### src/rtl/mem_arb_pkg.sv
// Shared types and constants for the memory port arbiter.
// mem_src_t names who owns an in-flight read.
package mem_arb_pkg;

    typedef enum logic [1:0] {
        SRC_NONE,
        SRC_FETCH,
        SRC_DATA
    } mem_src_t;

    localparam int STREAK_W = 4;

endpackage

### src/rtl/mem_arb_tag_pipe.sv
// Reset-cleared delay line of read-source tags.
// One stage per cycle of memory read latency.
module mem_arb_tag_pipe
    import mem_arb_pkg::*;
#(
    parameter int DEPTH = 1
) (
    input  logic     clk,
    input  logic     rst,
    input  mem_src_t src_in,
    output mem_src_t src_out
);

    mem_src_t stage [DEPTH];

    always_ff @(posedge clk) begin
        if (rst) begin
            for (int i = 0; i < DEPTH; i++) begin
                stage[i] <= SRC_NONE;
            end
        end else begin
            stage[0] <= src_in;
            for (int i = 1; i < DEPTH; i++) begin
                stage[i] <= stage[i-1];
            end
        end
    end

    assign src_out = stage[DEPTH-1];

endmodule

### src/rtl/mem_port_arbiter.sv
// Shares one single-port synchronous memory between instruction fetch and
// the load/store path; steers read responses back to their requester.
module mem_port_arbiter
    import mem_arb_pkg::*;
#(
    parameter int DATA_W          = 32,
    parameter int MEM_LATENCY     = 1,
    parameter int MAX_DATA_STREAK = 4
) (
    input  logic              clk,
    input  logic              rst,
    input  logic              if_req,
    input  logic [29:0]       if_addr,
    output logic              if_ready,
    output logic              if_rvalid,
    output logic [DATA_W-1:0] if_rdata,
    input  logic              d_req,
    input  logic              d_we,
    input  logic [31:0]       d_addr,
    input  logic [DATA_W-1:0] d_wdata,
    output logic              d_ready,
    output logic              d_rvalid,
    output logic [DATA_W-1:0] d_rdata,
    output logic [31:0]       mem_addr,
    output logic              mem_we,
    output logic [DATA_W-1:0] mem_wdata,
    output logic              mem_wdata_oe,
    input  logic [DATA_W-1:0] mem_rdata,
    output logic              hold,
    output logic              block_inst
);

    localparam logic [STREAK_W-1:0] STREAK_MAX = STREAK_W'(MAX_DATA_STREAK);

    logic [STREAK_W-1:0] streak;
    logic                streak_hit;
    logic                grant_data;
    logic                grant_fetch;
    mem_src_t            issue_src;
    mem_src_t            resp_src;

    // Handshake: a requester holds req (and its address/data) until it sees
    // ready=1 in the same cycle; that cycle is the transfer. rvalid is a
    // one-cycle pulse with no back-pressure, in grant order.
    assign streak_hit  = (streak == STREAK_MAX);
    assign grant_data  = !rst && d_req && !(if_req && streak_hit);
    assign grant_fetch = !rst && if_req && !grant_data;

    assign if_ready = grant_fetch;
    assign d_ready  = grant_data;
    assign hold     = !rst && if_req && !grant_fetch;

    // Counts data grants that made a waiting fetch lose arbitration.
    always_ff @(posedge clk) begin
        if (rst) begin
            streak <= '0;
        end else if (grant_data && if_req) begin
            streak <= streak_hit ? streak : streak + 1'b1;
        end else begin
            streak <= '0;
        end
    end

    always_comb begin
        mem_addr     = {if_addr, 2'b00};
        mem_we       = 1'b0;
        mem_wdata_oe = 1'b0;
        mem_wdata    = '0;
        issue_src    = SRC_NONE;
        if (rst) begin
            mem_addr = '0;
        end else if (grant_data) begin
            mem_addr     = d_addr;
            mem_we       = d_we;
            mem_wdata_oe = d_we;
            mem_wdata    = d_we ? d_wdata : '0;
            issue_src    = d_we ? SRC_NONE : SRC_DATA;
        end else if (grant_fetch) begin
            issue_src = SRC_FETCH;
        end
    end

    mem_arb_tag_pipe #(
        .DEPTH (MEM_LATENCY)
    ) u_tag_pipe (
        .clk     (clk),
        .rst     (rst),
        .src_in  (issue_src),
        .src_out (resp_src)
    );

    // Gated by rst so a tag still in flight when reset rises never shows up.
    assign if_rvalid  = !rst && (resp_src == SRC_FETCH);
    assign d_rvalid   = !rst && (resp_src == SRC_DATA);
    assign if_rdata   = if_rvalid ? mem_rdata : '0;
    assign d_rdata    = d_rvalid ? mem_rdata : '0;
    assign block_inst = !if_rvalid;

endmodule

### config.mk
export PLATFORM = sky130hd
export DESIGN_NAME = mem_port_arbiter
export DESIGN_NICKNAME = d
export VERILOG_FILES = /design/src/rtl/mem_arb_pkg.sv /design/src/rtl/mem_arb_tag_pipe.sv /design/src/rtl/mem_port_arbiter.sv
export SDC_FILE = /design/constraint.sdc
export NUM_CORES = 1
export LEC_CHECK = 0
export ABC_AREA = 1
export CAP_MARGIN = 20
export CELL_PAD_IN_SITES_DETAIL_PLACEMENT = 1
export CELL_PAD_IN_SITES_GLOBAL_PLACEMENT = 1
export CORE_MARGIN = 5
export CORE_UTILIZATION = 11
export CTS_BUF_LIST = sky130_fd_sc_hd__clkbuf_16
export DETAILED_ROUTE_END_ITERATION = 16
export PLACE_DENSITY_LB_ADDON = 0.1
export REMOVE_ABC_BUFFERS = 1
export SKIP_LAST_GASP = 1
export SLEW_MARGIN = 20
export SYNTH_ARGS = -nofsm -noshare
export SYNTH_HDL_FRONTEND = slang
export SYNTH_SLANG_ARGS = --single-unit
export TNS_END_PERCENT = 30
### constraint.sdc
create_clock -name clk -period 2.4 [get_ports clk]
set_input_delay 0.6 -clock clk [delete_from_list [all_inputs] [get_ports clk]]
set_output_delay 0.6 -clock clk [all_outputs]
set_load 0.005 [all_outputs]
==> summary.txt <==
Status
  – Status: finished, violations left
  – Failing checks: setup timing

Synthesis
  – Ys Warns: 0
  – Multiplexer share of the synthesized area: 0
  – Synth Area in Compound Gates: 0.006780
  – Largest family of logic cells by synthesized area: simple AND/OR/NAND/NOR gates
  – Post-Syn Instances: 325
  – Xor and xnor area share after synthesis: 0.005932
  – Synth top area share: 0.2695
  – Synth Area in Adders: 0.01695
  – Cell area after synthesis: 0.001476 mm^2
  – Post-synthesis sequential area ratio: 0.08136
  – Synth Register Bits: 6
  – Post-synthesis simple-gate area fraction: 0.6720
  – Unique masters post-synth: 18
  – Synth top area cells: nor2_1 27%, nand3_1 22%, nand2_1 17%
  – Largest area contributor in the netlist: nor2_1
  – Avg Cell Area, Syn: 4.543 um^2

Critical path
  – Arr. time, crit path: 1.85 ns
  – R2R Setup Slk: 0.95 ns
  – Worst path cell trace: clkdlybuf4s15_2 -> clkinv_2 -> nand2_1 -> buf_12 -> nor2_1 -> clkdlybuf4s50_1
  – Worst path required time: 1.80 ns
  – Startpoint types: input port
  – Crit path kind: input port to output port
  – Critical path's slowest cell: clkdlybuf4s50_1
  – Max Fanout on Critical Path: 34
  – Worst setup EP type: output port
  – Largest stage delay, worst path: 0.56 ns

STA
  – Post-route clock period utilization: 1.022
  – Worst-Margin Slew: 0.2314 ns
  – Worst setup margin: -0.05242 ns
  – RSZ-0062 raised after global routing: true
  – Max-slew violations: 0
  – Fin crit period: 2.452 ns
  – Setup Viol. Count Final: 53
  – Max transition margin: 0.8453
  – Setup TNS: -1.119 ns
  – Max Fclk: 407.8 MHz
  – Final hold vios: 0
  – Worst-case clock skew: 0.002341 ns

Detailed routing
  – DRC: 0
  – Antenna-violating nets left: 0
  – DR vias/cell: 3.958
  – Drt wl/cell: 16.14 um
  – DR pass1 iterations: 4
  – Final wirelength: 12,610 um
  – Vias post-DR: 3,091
  – Drt first-iter violations: 70

Clock tree
  – Hold buffer count at cts: 0
  – Worst-Skew Late Latency: 0.23 ns
  – CTS buffer count: 3
  – CTS Sinks: 6
  – Root Driver: clkbuf_16
  – CTS max path bufs: 2
  – Clock transition at the registers of the reported paths: 0.03 ns
  – CTS tree: done
  – # H-tree levels: 1

Placement
  – DP Area: 0.004424 mm^2
  – Final GP Congestion: 0.8103
  – Detailed placement HPWL: 10,090 um
  – Port buffer count: 266
  – Placement Setup Slack: -0.5420 ns

GRT
  – Largest net degree at the start of global routing: 35
  – Vias in the first global route: 3,384
  – Initial antenna violation count: 0
  – Global-route wire length before repair: 19,050 um
  – Tot GR Track Use: 0.1481
  – Grt ovf: 0

Floorplanning
  – I/O pin cnt: 267
  – Row cnt: 42
  – Total core area: 0.01319 mm^2
  – Initial core utilization: 0.1119
  – Die outline width: 125.9 um
  – Die area: 0.01584 mm^2
  – Die Y-Extent: 125.9 um

Pwr
  – Maximum vdd drop: 0.1676 mV
  – Post-route total power: 974.0 uW
  – Pwr/cell area: 205.5 mW/mm^2
  – Pleak: 2.582 nW

Run
  – Maximum capacitance violations: 0

Final layout
  – Share of layout cells above drive strength 1: 0.1669
  – Filler Cell Count: 1,693
  – Nets@finish: 740
  – Diode count: 0
  – Leading cell types in the layout, fill and taps excluded: 182 x clkdlybuf4s50_1, 101 x nor2_1, 67 x nand2_1
  – Commonest non-fill, non-tap cell in the layout: clkdlybuf4s50_1
  – Area Overhead vs Synth: 221.0%
  – Post-route cell area: 0.004740 mm^2

Hold path
  – Worst Hold Class: register to register
## routing by layer
| metal | track usage | routed length (um) | vias to the layer above |
|---|---|---|---|
| met1 | 0.1542 | 4689 | 1371 |
| met2 | 0.2867 | 6520 | 176 |
| met4 | 0.02019 | 80 | 0 |
| met3 | 0.05758 | 1315 | 4 |
| met5 | 0 | 0 | - |
| li1 | - | - | 1540 |
## per-stage QoR
step	util	hold WS, ns	cells
final	0.3593	0.4848	781
after CTS	0.3584	0.4915	778
after global routing	0.3593	0.5289	781
after floorplan	-	0.4407	298
after detailed placement	0.3354	0.4865	758
after global placement	0.3354	0.4728	758
## Yosys cell counts
cell type and count:
buf_6 3, inv_2 1, nor2_2 1, nand4_1 2, dfxtp_1 6, buf_4 4, a21oi_1 1, buf_2 7
buf_1 3, o21ai_0 1, ha_1 2, clkbuf_1 10, nand2_1 68, xnor2_1 1, nand3_1 64, inv_1 44
clkinv_1 1, nor2_1 106
## power by group
group          switching [mW]  internal, mW
registers             0.00133         0.103
logic                   0.219         0.380
clock network          0.0564         0.214
total                   0.277         0.697
## layout make-up
| cell class | instances | area (um^2) | area share |
|---|---|---|---|
| clock buffers | 3 | 75.07 | 0.01584 |
| repair buffers | 304 | 3053 | 0.6441 |
| flip-flops and latches | 6 | 122.6 | 0.02587 |
| multi-input cells | 246 | 1095 | 0.2310 |
| well taps | 176 | 220.2 | 0.04646 |
| inverters | 46 | 173.9 | 0.03669 |
## state kept, by name, indices dropped and copies added (netlist names)
name and flops:
streak 4, u_tag_pipe.stage 2
## worst paths after layout
kind,startpoint,end,depth (start not counted)
worst max register to register,streak[1],u_tag_pipe.stage[0][1],9
worst min register to register,streak[3],streak[3],2
worst min-delay path,streak[3],streak[3],2
worst max-delay path,rst,if_rdata[25],6
## cell families after synthesis
logic type	after synthesis
and+or+nand+nor	241
DFF	6
AOI/OAI and AO/OA	2
xor gates and xnor gates	1
buffers and inverters	73
adders and majority gates	2
## timing repair
action,4_1_cts,5_1_grt
resized for setup,154,71
setup buffers,11,4
gates cloned,6,1
hold endpoints to repair,0,0
pin swaps,4,4
endpoints found under the setup margin,136,136
## worst max-delay path, delay by kind of cell
kind	cells	cell delay, ns
simple gates	2	0.19
buf+inv	4	1.06
Power figures use the tool's default switching activity.
==> variant: new RTL, same flow settings <==
Make the reset (`rst`) asynchronous in 2 clocked blocks.
--- a/src/rtl/mem_arb_tag_pipe.sv
+++ b/src/rtl/mem_arb_tag_pipe.sv
@@ -14,5 +14,5 @@
     mem_src_t stage [DEPTH];
 
-    always_ff @(posedge clk) begin
+    always_ff @(posedge clk or posedge rst) begin
         if (rst) begin
             for (int i = 0; i < DEPTH; i++) begin
--- a/src/rtl/mem_port_arbiter.sv
+++ b/src/rtl/mem_port_arbiter.sv
@@ -52,5 +52,5 @@
 
     // Counts data grants that made a waiting fetch lose arbitration.
-    always_ff @(posedge clk) begin
+    always_ff @(posedge clk or posedge rst) begin
         if (rst) begin
             streak <= '0;
Behaviour: no difference found for any inputs over 10 cycles, from zero or initial values and one cycle with rst high; that may be too few to reach the edited logic, so the function may still have changed.
==> variant against the unedited design <==
  * Routed wire length down 3.1%
  * Sequential cell count unchanged
  * First-iteration DRC count fell by 31%
  * Final area increased by 4.1%
  * Synthesized area up 15%
  * Clock skew is essentially flat
  * Non-clock buffer count increased by 3
  * Total power is 1.4% higher
  * Worst setup slack improved by 87 ps
  * Critical path depth increased by 4
==> variant: results (changes against the unedited design) <==
- Outcome: complete, no violations
- Worst hold-check path type: input port to asynchronous set/reset pin
- Crit path DAT: 1770 ps (-80 ps)
- Layout filler cell count: 1,930 (+14%)
- GPL Wtd Cong: 0.748 (-7.7%)
- Nets: 805 (+8.8%)
- Max IR drop VDD: 141 µV (-16%)
- Compound-Gate Fraction of Synth Area: 0 (-0.00678)
- Wl on met1: 4450 µm (-5.0%)
- Post-Synth Adder-Cell Area: 0.0147 (-0.00226)
- Sequential fraction of the synthesis area: 0.0881 (+0.00675)
- Yosys cell types: 15 (-3)
- Reg2Reg Setup Slack: 930 ps (-20 ps)
- Worst slew pin tran: 241 ps (+9.77 ps)
- Vias in the first global route: 3,558 (+5.1%)
- Wirelength per Cell: 14.2 µm (-12%)
- GRT Total Usage: 0.126 (-0.0224)
- Placed cell areas: 4700 µm² (+6.2%)
- CP startpoint: if_req
- Post-synth ARST share: 1.00 (+1.00)
- 1st-iter DRT viols: 48 (-31%)
- Pwr dens: 200 nW/µm² (-2.6%)
- Post-DP HPWL: 10,300 µm (+2.2%)
- Synth cell count leaders: nor2_1, nand2_1, inv_1, nand3_1, buf_2
- Synth Flop Type: dfrtp_1
- RR Startpoint: streak[1]
- First-pass GRT wire length: 18,400 µm (-3.3%)
- XOR/XNOR share of the synthesized area: 0.00514 (-0.000793)
- R2r endpoint: u_tag_pipe.src_out[0]
- Met3 Wirelength: 1350 µm (+2.4%)
- DR WL met2: 6380 µm (-2.2%)
- Layout cells sized above 1: 0.152 (-0.0147)
- Setup Skew: 1.95 ps (-0.392 ps)
==> variant: through the flow <==
step | hold slack (ps) | setup TNS, ps | power (mW) | std cells | setup WS (ps)
after detailed placement | 542 | -62240 | 0.713 | 839 | -543
after CTS | 437 | -69.9 | 1.01 | 858 | -28.2
after global routing | 457 | -1710 | 1.06 | 858 | -55.0
final | 435 | 0 | 0.988 | 858 | 34.3
after floorplan | 415 | -29820 | 0.254 | 360 | -538
after global placement | 527 | -55650 | 0.706 | 839 | -510
==> variant: critical path, stage by stage <==
cell,delay [ps]
dlygate4sd2_1,240
nand2_1,80
inv_2,40
nand2_4,100
nand2_8,80
buf_4,140
buf_6,120
nand2_1,50
nand2_1,40
dlygate4sd2_1,270
==> variant: report_power, final <==
part           internal [mW]  leakage (nW)  switching, mW
Combinational          0.387          2.51          0.230
Clock                  0.214        0.0370         0.0526
Sequential             0.104        0.0820        0.00105
==> variant: kinds of logic (layout without fill, tap and decap cells) <==
family                   after synthesis  count (layout)
XOR/XNOR                               1               1
adder cells (fa/ha/maj)                2               2
buffers and inverters                105             388
flip-flops                             6               6
AND/OR/NAND/NOR                      273             273
==> variant: cell type report <==
cell class | instances | share of cell area
multi-input combinational | 276 | 0.238
timing repair buffer | 307 | 0.609
sequential | 6 | 0.0304
tap | 188 | 0.0477
inverter | 78 | 0.0593
clock buffer | 3 | 0.0152
==> variant: per-layer routing <==
| metal | track usage | vias up |
|---|---|---|
| met5 | 0 | - |
| met4 | 0.00792 | 0 |
| met3 | 0.0555 | 2 |
| met2 | 0.241 | 165 |
| met1 | 0.132 | 1436 |
| li1 | - | 1667 |
==> variant: how the worst min path moves through the flow <==
stage	from	end	slack, ps	cells after the start
after CTS	rst	streak[2]	440	3
after global placement	streak[0]	streak[0]	530	2
after detailed placement	streak[0]	streak[0]	540	2
final	rst	streak[2]	440	3
after global routing	rst	u_tag_pipe.src_out[1]	460	3
after floorplan	rst	streak[0]	420	1
==> variant: timing repair <==
item,4_1_cts,5_1_grt
pin swaps,2,5
endpoints found under the setup margin,136,109
resized for setup,184,44
cloned,4,1
buffers inserted,12,1
